==> src/rtl/pc_sequencer.sv <==
// Program-counter sequencer: fetches one instruction word per cycle, resolves
// B/CBZ/CBNZ targets, and halts when the next PC would leave instruction memory.
module pc_sequencer #(
    parameter int BITSIZE   = 32,
    parameter int REGSIZE   = 64,
    parameter int MEM_DEPTH = 64
) (
    input  logic               clk,
    input  logic               reset,
    input  logic               stall,
    input  logic [BITSIZE-1:0] Instruction,
    input  logic [REGSIZE-1:0] RtValue,
    output logic [REGSIZE-1:0] Address,
    output logic [4:0]         RtAddr,
    output logic [BITSIZE-1:0] IR,
    output logic               IRValid,
    output logic               Halted,
    output logic [15:0]        InstrCount
);

    typedef enum logic {
        ST_RUN  = 1'b0,
        ST_HALT = 1'b1
    } state_t;

    localparam logic [REGSIZE-1:0] PC_LIMIT = REGSIZE'(MEM_DEPTH);
    localparam logic [15:0]        CNT_MAX  = 16'hFFFF;

    state_t               state_reg;
    logic [REGSIZE-1:0]   pc_reg;
    logic [BITSIZE-1:0]   ir_reg;
    logic                 ir_valid_reg;
    logic                 halted_reg;
    logic [15:0]          count_reg;

    logic                 is_b;
    logic                 is_cbz;
    logic                 is_cbnz;
    logic                 rt_zero;
    logic                 taken;
    logic [REGSIZE-1:0]   offset;
    logic [REGSIZE-1:0]   pc_next;
    logic                 pc_out_of_range;

    // Opcode decode and branch resolution, all from the current word.
    always_comb begin
        is_b    = (Instruction[31:26] == 6'b000101);
        is_cbz  = (Instruction[31:24] == 8'b10110100);
        is_cbnz = (Instruction[31:24] == 8'b10110101);
        rt_zero = (RtValue == '0);

        taken  = 1'b0;
        offset = '0;
        if (is_b) begin
            taken  = 1'b1;
            offset = {{(REGSIZE-26){Instruction[25]}}, Instruction[25:0]};
        end else if (is_cbz || is_cbnz) begin
            taken  = is_cbz ? rt_zero : !rt_zero;
            offset = {{(REGSIZE-19){Instruction[23]}}, Instruction[23:5]};
        end

        // Negative offsets wrap to large unsigned values and trip the range check.
        pc_next         = taken ? (pc_reg + offset) : (pc_reg + REGSIZE'(1));
        pc_out_of_range = (pc_next >= PC_LIMIT);
    end

    always_ff @(posedge clk) begin
        if (reset) begin
            state_reg    <= ST_RUN;
            pc_reg       <= '0;
            ir_reg       <= '0;
            ir_valid_reg <= 1'b0;
            halted_reg   <= 1'b0;
            count_reg    <= '0;
        end else begin
            case (state_reg)
                ST_RUN: begin
                    if (stall) begin
                        ir_valid_reg <= 1'b0;
                    end else begin
                        ir_reg       <= Instruction;
                        ir_valid_reg <= 1'b1;
                        if (count_reg != CNT_MAX) begin
                            count_reg <= count_reg + 16'd1;
                        end
                        // The faulting instruction still retires; only the PC update is suppressed.
                        if (pc_out_of_range) begin
                            state_reg  <= ST_HALT;
                            halted_reg <= 1'b1;
                        end else begin
                            pc_reg <= pc_next;
                        end
                    end
                end
                ST_HALT: begin
                    ir_valid_reg <= 1'b0;
                    halted_reg   <= 1'b1;
                end
                default: begin
                    state_reg    <= ST_HALT;
                    ir_valid_reg <= 1'b0;
                    halted_reg   <= 1'b1;
                end
            endcase
        end
    end

    assign Address    = pc_reg;
    assign RtAddr     = Instruction[4:0];
    assign IR         = ir_reg;
    assign IRValid    = ir_valid_reg;
    assign Halted     = halted_reg;
    assign InstrCount = count_reg;

endmodule

==> config.mk <==
export PLATFORM = sky130hd
export DESIGN_NAME = pc_sequencer
export DESIGN_NICKNAME = d
export VERILOG_FILES = /design/src/rtl/pc_sequencer.sv
export SDC_FILE = /design/constraint.sdc
export NUM_CORES = 1
export LEC_CHECK = 0
export CAP_MARGIN = 20
export CORE_UTILIZATION = 35
export DETAILED_ROUTE_END_ITERATION = 10
export PLACE_DENSITY = 0.71
export SLEW_MARGIN = 0
export SYNTH_ARGS = -nofsm -noshare
export SYNTH_HDL_FRONTEND = slang
export SYNTH_SLANG_ARGS = --single-unit
==> constraint.sdc <==
create_clock -name clk -period 7.8 [get_ports clk]
set_input_delay 1.56 -clock clk [delete_from_list [all_inputs] [get_ports clk]]
set_output_delay 1.56 -clock clk [all_outputs]
set_load 0.02 [all_outputs]
; Word level (Yosys, flattened, before mapping)
; Index checks and enable logic that the tools add are counted.
; W data, S select, Z words.
[op_classes]
n_addsub = 3
order_cmp = 1
n_eq_ne = 6
muxes = 14
bitwise = 3
n_reduce_logical = 7
[op_table]
columns = operator, count
row1 = $mux W64, 3
row2 = $add A64 B1 Y64 const B, 1
row3 = $add A64 B64 Y64, 1
row4 = $ge A64 B7 Y1 const B, 1
row5 = $logic_not A64 Y1, 1
row6 = $add A16 B1 Y16 const B, 1
row7 = $eq A8 B8 Y1 const B, 2
row8 = $ne A16 B16 Y1 const B, 1
row9 = $mux W1, 9
row10 = $eq A6 B3 Y1 const B, 1
row11 = $reduce_and A3 Y1, 2
row12 = $ne A2 B2 Y1 const B, 2
row13 = $pmux W1 S2, 2
row14 = $reduce_and A2 Y1, 2
row15 = $not A1 Y1, 3
row16 = $logic_not A1 Y1, 1
row17 = $logic_or A1 B1 Y1, 1
[totals]
regBits = 115
in_bits = 99
out_inout_bits = 119
word_cells = 40

; Depth between registers and ports, before layout
[depth]
word_depth = 10
depth_mapped = 23
ltp_nobuf = 19

; Worst setup path before layout
; Ideal clock, no wire load.
[synth_timing]
kind = input to register
from = input RtValue[11]
to = register pc_reg[10], in the netlist Address[10]
setup_time_ns = 0.113
arrival_ns = 6.909
required_time_ns = 7.687
path_slack_ns = 0.778
cell_stages = 22
path_buffers = 3
path_cell_list = nor4_1 > nand4_1 > nor4_1 > mux2i_1 > a21oi_1 > nor2_1 > o21a_1 > ha_1 > clkbuf_1 > a21oi_1 > o21a_1 > o21ai_0 > o21bai_2 > a21o_2 > a31o_2 > xnor2_1 > or4_4 > nor3_2 > a31oi_4 > buf_6 > buf_8 > and2_4
[synth_via]
elab_chain_len = 9
[synth_lines]
columns = element, line_no
row1 = "start, declared", 12  ; input logic [REGSIZE-1:0] RtValue,
row2 = $logic_not A64 Y1 (*), 50  ; rt_zero = (RtValue == '0);
row3 = $logic_not A1 Y1, 58  ; taken = is_cbz ? rt_zero : !rt_zero;
row4 = $mux W1 (*), 58
row5 = $mux W1 (*), 57  ; end else if (is_cbz || is_cbnz) begin
row6 = $mux W1 (*), 54  ; if (is_b) begin
row7 = $mux W64 (*), 63  ; pc_next = taken ? (pc_reg + offset) : (pc_reg + REGSIZE'(1));
row8 = $ge A64 B7 Y1, 64  ; pc_out_of_range = (pc_next >= PC_LIMIT);
row9 = $not A1 Y1 (no source line), n/a
row10 = $reduce_and A3 Y1 (no source line), n/a
row11 = "end signal, assigned", 91  ; pc_reg <= pc_next;
row12 = "end, declared", 30  ; logic [REGSIZE-1:0] pc_reg;
; Mark *: on every way between the ends. The rest lies on a longest branch, timed or not.
; A chain may end at the register's enable or synchronous reset.

; Worst setup path after layout
[layout_timing]
from = input RtValue[57]
to = register pc_reg[5], in the netlist Address[5]
; The elaborated chain is that of the path after synthesis.

==> results.md <==
Clock network:
- Clock tree synthesis inserted a total of 17 buffers.
- The total number of H-tree levels is 4.
- The clock tree from TritonCTS is done.
- After clock tree synthesis, the clock-pin slew on the worst setup and hold paths is around 70 ps.
- The clock net sink count is between 100 and 150.
- The clock root buffer is clkbuf_16.
- Once the clock tree was built, the resizer swapped 0 gates to a different size.
- Once the clock tree was built, the setup fixing pass inserted 0 buffers.
- The number of hold buffers added after CTS was 0.
- The clock passes through at most 2 buffers.
- The clock reaches the later pin of the worst-skew pair after around 440 ps.

STA:
- In the finished design, the share of the clock period the worst path needs comes to a little over nine tenths.
- The relative max-transition margin is a little over two fifths.
- The worst hold slack across all endpoints is between 400 and 500 ps.
- The fmax is between 0.1 and 0.15 GHz.
- At the pin with the least slew margin, the transition time is around 840 ps.
- Setup total negative slack on the finished layout was measured at 0 ps.
- The minimum clock period is about 7500 ps.
- The hold violation count in the final report is 0.
- The final worst-path setup slack is between 300 and 400 ps.
- The number of failing setup endpoints in the final timing report is 0.
- Between clock sinks in the finished design, the worst skew comes to ~11 ps.
- Setup repair after global routing left no endpoint under its margin.
- The total count of max-transition violations in the final report is 0.

Setup path:
- The peak per-stage delay on the critical path is about 520 ps.
- The class of the most critical setup path is in2reg.
- The critical path data required time is just over 8000 ps.
- The critical path capture point type is a flop.
- At the worst endpoint, the arrival time is a little under 8000 ps.
- The launching element type of the critical path is an input port.
- Among the stages of the critical path, the cell type that occurs most often is nor4_1.
- The number of cells on the worst reg-to-reg path is 13.
- The highest fanout seen on the critical path is 16.
- The cell with the largest stage delay on the worst path is a211oi_4.
- The critical path goes through clkdlybuf4s50_1 > nor4_1 > nand4_1 > nor4_1 > buf_4 > mux2i_2 > buf_4 > a21oi_1 > ha_1 > fa_1 > a211oi_2 > nor4_1 > a211oi_4 > o22ai_2 > a21o_1 > xnor2_1 > o211ai_1 > or4b_4 > or3_1 > o311ai_1 > o31ai_1.

GRT:
- Entering global routing, the biggest net connects 57 pins.
- The number of antenna violations at the first check in global routing is 0.
- Global routing finished with a remaining overflow of 0.
- The wire length of the first global-routing pass is approximately 53,000 µm.
- The global router's overall resource usage is between 20 and 30%.
- The number of global-route vias before repair was 9,511.

Synthesis:
- Of the post-synthesis cell area, the dominant cell type holds 25.0%.
- Yosys printed 0 warnings.
- The area fraction in compound gates after synthesis is approximately 27%.
- The number of storage elements in the synthesis netlist is between 100 and 150.
- Yosys instantiated no cell more often than nand2_1.
- Ranked by total cell area, the synthesized netlist is headed by dfxtp_1 (25%), ha_1 (8.7%), a21oi_1 (7.5%), nand2_1 (6.9%), nor2_1 (3.6%).
- The simple-gate share of the synthesized area is approximately 29%.
- For this run, the leading register cell type out of synthesis is dfxtp_1.
- Summing the areas of all xor and xnor instances in the mapped netlist gives under 10% of the synthesized area.
- The post-synthesis adder-cell area fraction is just under 9%.
- Of all flip-flops after synthesis, the portion carrying an async set or reset was 0%.
- Counting every net in the synthesized netlist gives 1,373.
- The top cell type by total area after synthesis is dfxtp_1.
- The post-synthesis cell count is about 1,200.
- Summing the sequential cell areas from Yosys gives ~25% of the chip area.
- The cell area after synthesis is 9220 µm².
- The multiplexer share of the synthesized area is 1.34%.
- The main combinational cell family by area after synthesis is simple AND/OR/NAND/NOR gates.
- Sorting the synthesized cells by how often they occur yields nand2_1 (170), a21oi_1 (138), dfxtp_1 (115), nor2_1 (89), ha_1 (64).
- In this run, synthesis inferred 0 flip-flops with an integrated enable.
- The synthesized area per cell is 7.62 µm².
- The number of distinct library cell variants in the gate-level netlist after synthesis is slightly below 100.

Pwr:
- The worst vdd rail ir drop is 0.109 mV.
- Power spread over the standard cell area amounts to between 100 and 150 nW/µm².
- Summed over all cells, the static leakage comes to between 4 and 5 nW.

Cells and area:
- The flip-flop count of the largest register, all copies and words added is 64.
- In the final layout, flip-flops and latches occupy between 2000 and 2500 µm².
- The area of combinational cells with multiple inputs is around 6500 µm².
- The fraction of final layout cells with drive strength greater than 1 is between 10% and 20%.
- The count of fill cells added during filler insertion is 2,514.
- 0 antenna diodes ended up in the layout.
- The synthesis-to-layout area growth is 34.7%.
- In the final design database the tool counted 1,584 nets.

Die:
- The initial core utilization is 35.6%.
- The die outline area is ~27,000 µm².
- The placeable core region is around 26,000 µm².
- The boundary pin count is between 200 and 250.
- The die width is between 150 and 200 µm.
- The site row count is 59.
- The die outline height is ~160 µm.

Placed design:
- The number of I/O port buffers is around 220.
- The routability congestion estimate from global placement is between 0.9 and 1.
- The detailed-placement wirelength estimate is between 20,000 and 30,000 µm.
- Before CTS, the worst setup slack after placement is -122 ps.

Routing:
- The final routed DRC violation total is 0.
- The routed layout has between 10,000 and 15,000 vias.
- Dividing the detail-routed wire length by the instance count gives ~19 µm.
- The first detailed-routing pass ran for 5 iterations.
- The post-detailed-routing wire length is roughly 34,000 µm.
- The count of nets left with antenna violations once routing finished came out at 0.
- The detailed router finished its first iteration with about 800 violations.
- Using the TritonRoute via totals, the vias-per-cell ratio works out to 5.68.

Status:
- The run finished with clean final reports.

Min path:
- The worst hold path depth is 2.
- The class of the tightest hold or removal check is reg2reg.

Flow run:
- The number of max-cap violations is 0.
-- cell usage in the layout (no fill, tap or decap), types with 11 or more instances in the layout --
cell type,Yosys,layout
dfxtp_1,115,115
clkbuf_16,0,17
clkdlybuf4s50_1,0,216
and2_1,35,35
inv_1,19,19
nand3_1,24,24
a21oi_1,138,138
a22o_1,16,16
a21o_1,12,12
nand4_1,45,45
o21ai_0,62,62
nor3_1,24,24
nor4_1,28,27
buf_4,5,37
xor2_1,17,17
nor2_1,89,88
ha_1,64,64
and2_4,20,20
o21a_1,21,21
xnor2_1,27,27
a31oi_1,12,11
nand2_1,170,170
-- final timing paths --
kind                      startpoint                 endpoint  slack, ps
max                      RtValue[57]  Address[5]$_SDFFE_PP0P_        350
min              IR[28]$_SDFFE_PP0P_      IR[28]$_SDFFE_PP0P_        450
max reg2reg  Address[0]$_SDFFE_PP0P_  Address[5]$_SDFFE_PP0P_       3290
min reg2reg      IR[28]$_SDFFE_PP0P_      IR[28]$_SDFFE_PP0P_        450
-- cells by family after synthesis --
| kind of cell | Yosys count |
|---|---|
| muxes | 12 |
| AOI/OAI and AO/OA | 378 |
| and+or+nand+nor | 511 |
| adders and majority gates | 65 |
| DFF | 115 |
| xor gates and xnor gates | 44 |
| buffers and inverters | 84 |
-- critical path, delay by kind of cell --
kind                     cells  cell delay, ps
adder cells (fa/ha/maj)      2             690
XOR/XNOR                     1             270
multiplexers                 1             230
AND/OR/NAND/NOR              6            2040
AO/OA/AOI/OAI                8            2100
buffers and inverters        3             840
-- layer usage --
metal / wire (µm) / vias to the layer above / part of all wire [%] / global-route usage, %
met5: 0 / - / 0 / 0
met4: 949 / 0 / 2.8 / 9.05
met3: 2000 / 51 / 5.9 / 4.42
met2: 15500 / 360 / 46 / 39.6
met1: 15400 / 4727 / 46 / 33.9
li1: - / 4904 / - / -
-- where the power goes --
group          internal [W]  leakage [nW]  switching [W]
clock              0.000461         0.296       0.000360
sequential         0.000604         0.933      0.0000107
combinational      0.000110          3.39       0.000118
-- layout make-up --
cell class,count,area share (%)
clock inverters,15,1.40
clock buffers,17,3.43
flip-flops and latches,115,18.5
well taps,335,3.38
multi-input cells,1010,52.5
repair buffers,257,20.2
inverters,19,0.574
-- metrics by stage --
stage	utilization, %	std cells	power, W	instance area, µm²
2_1_floorplan	-	1209	0.000739	9220
3_3_place_gp	45.6	1736	0.000851	11800
3_5_place_dp	45.6	1736	0.000853	11800
4_1_cts	47.9	1768	0.00167	12400
5_1_grt	47.9	1768	0.00172	12400
6_report	47.9	1768	0.00166	12400
(Power assumes the default switching activity.)
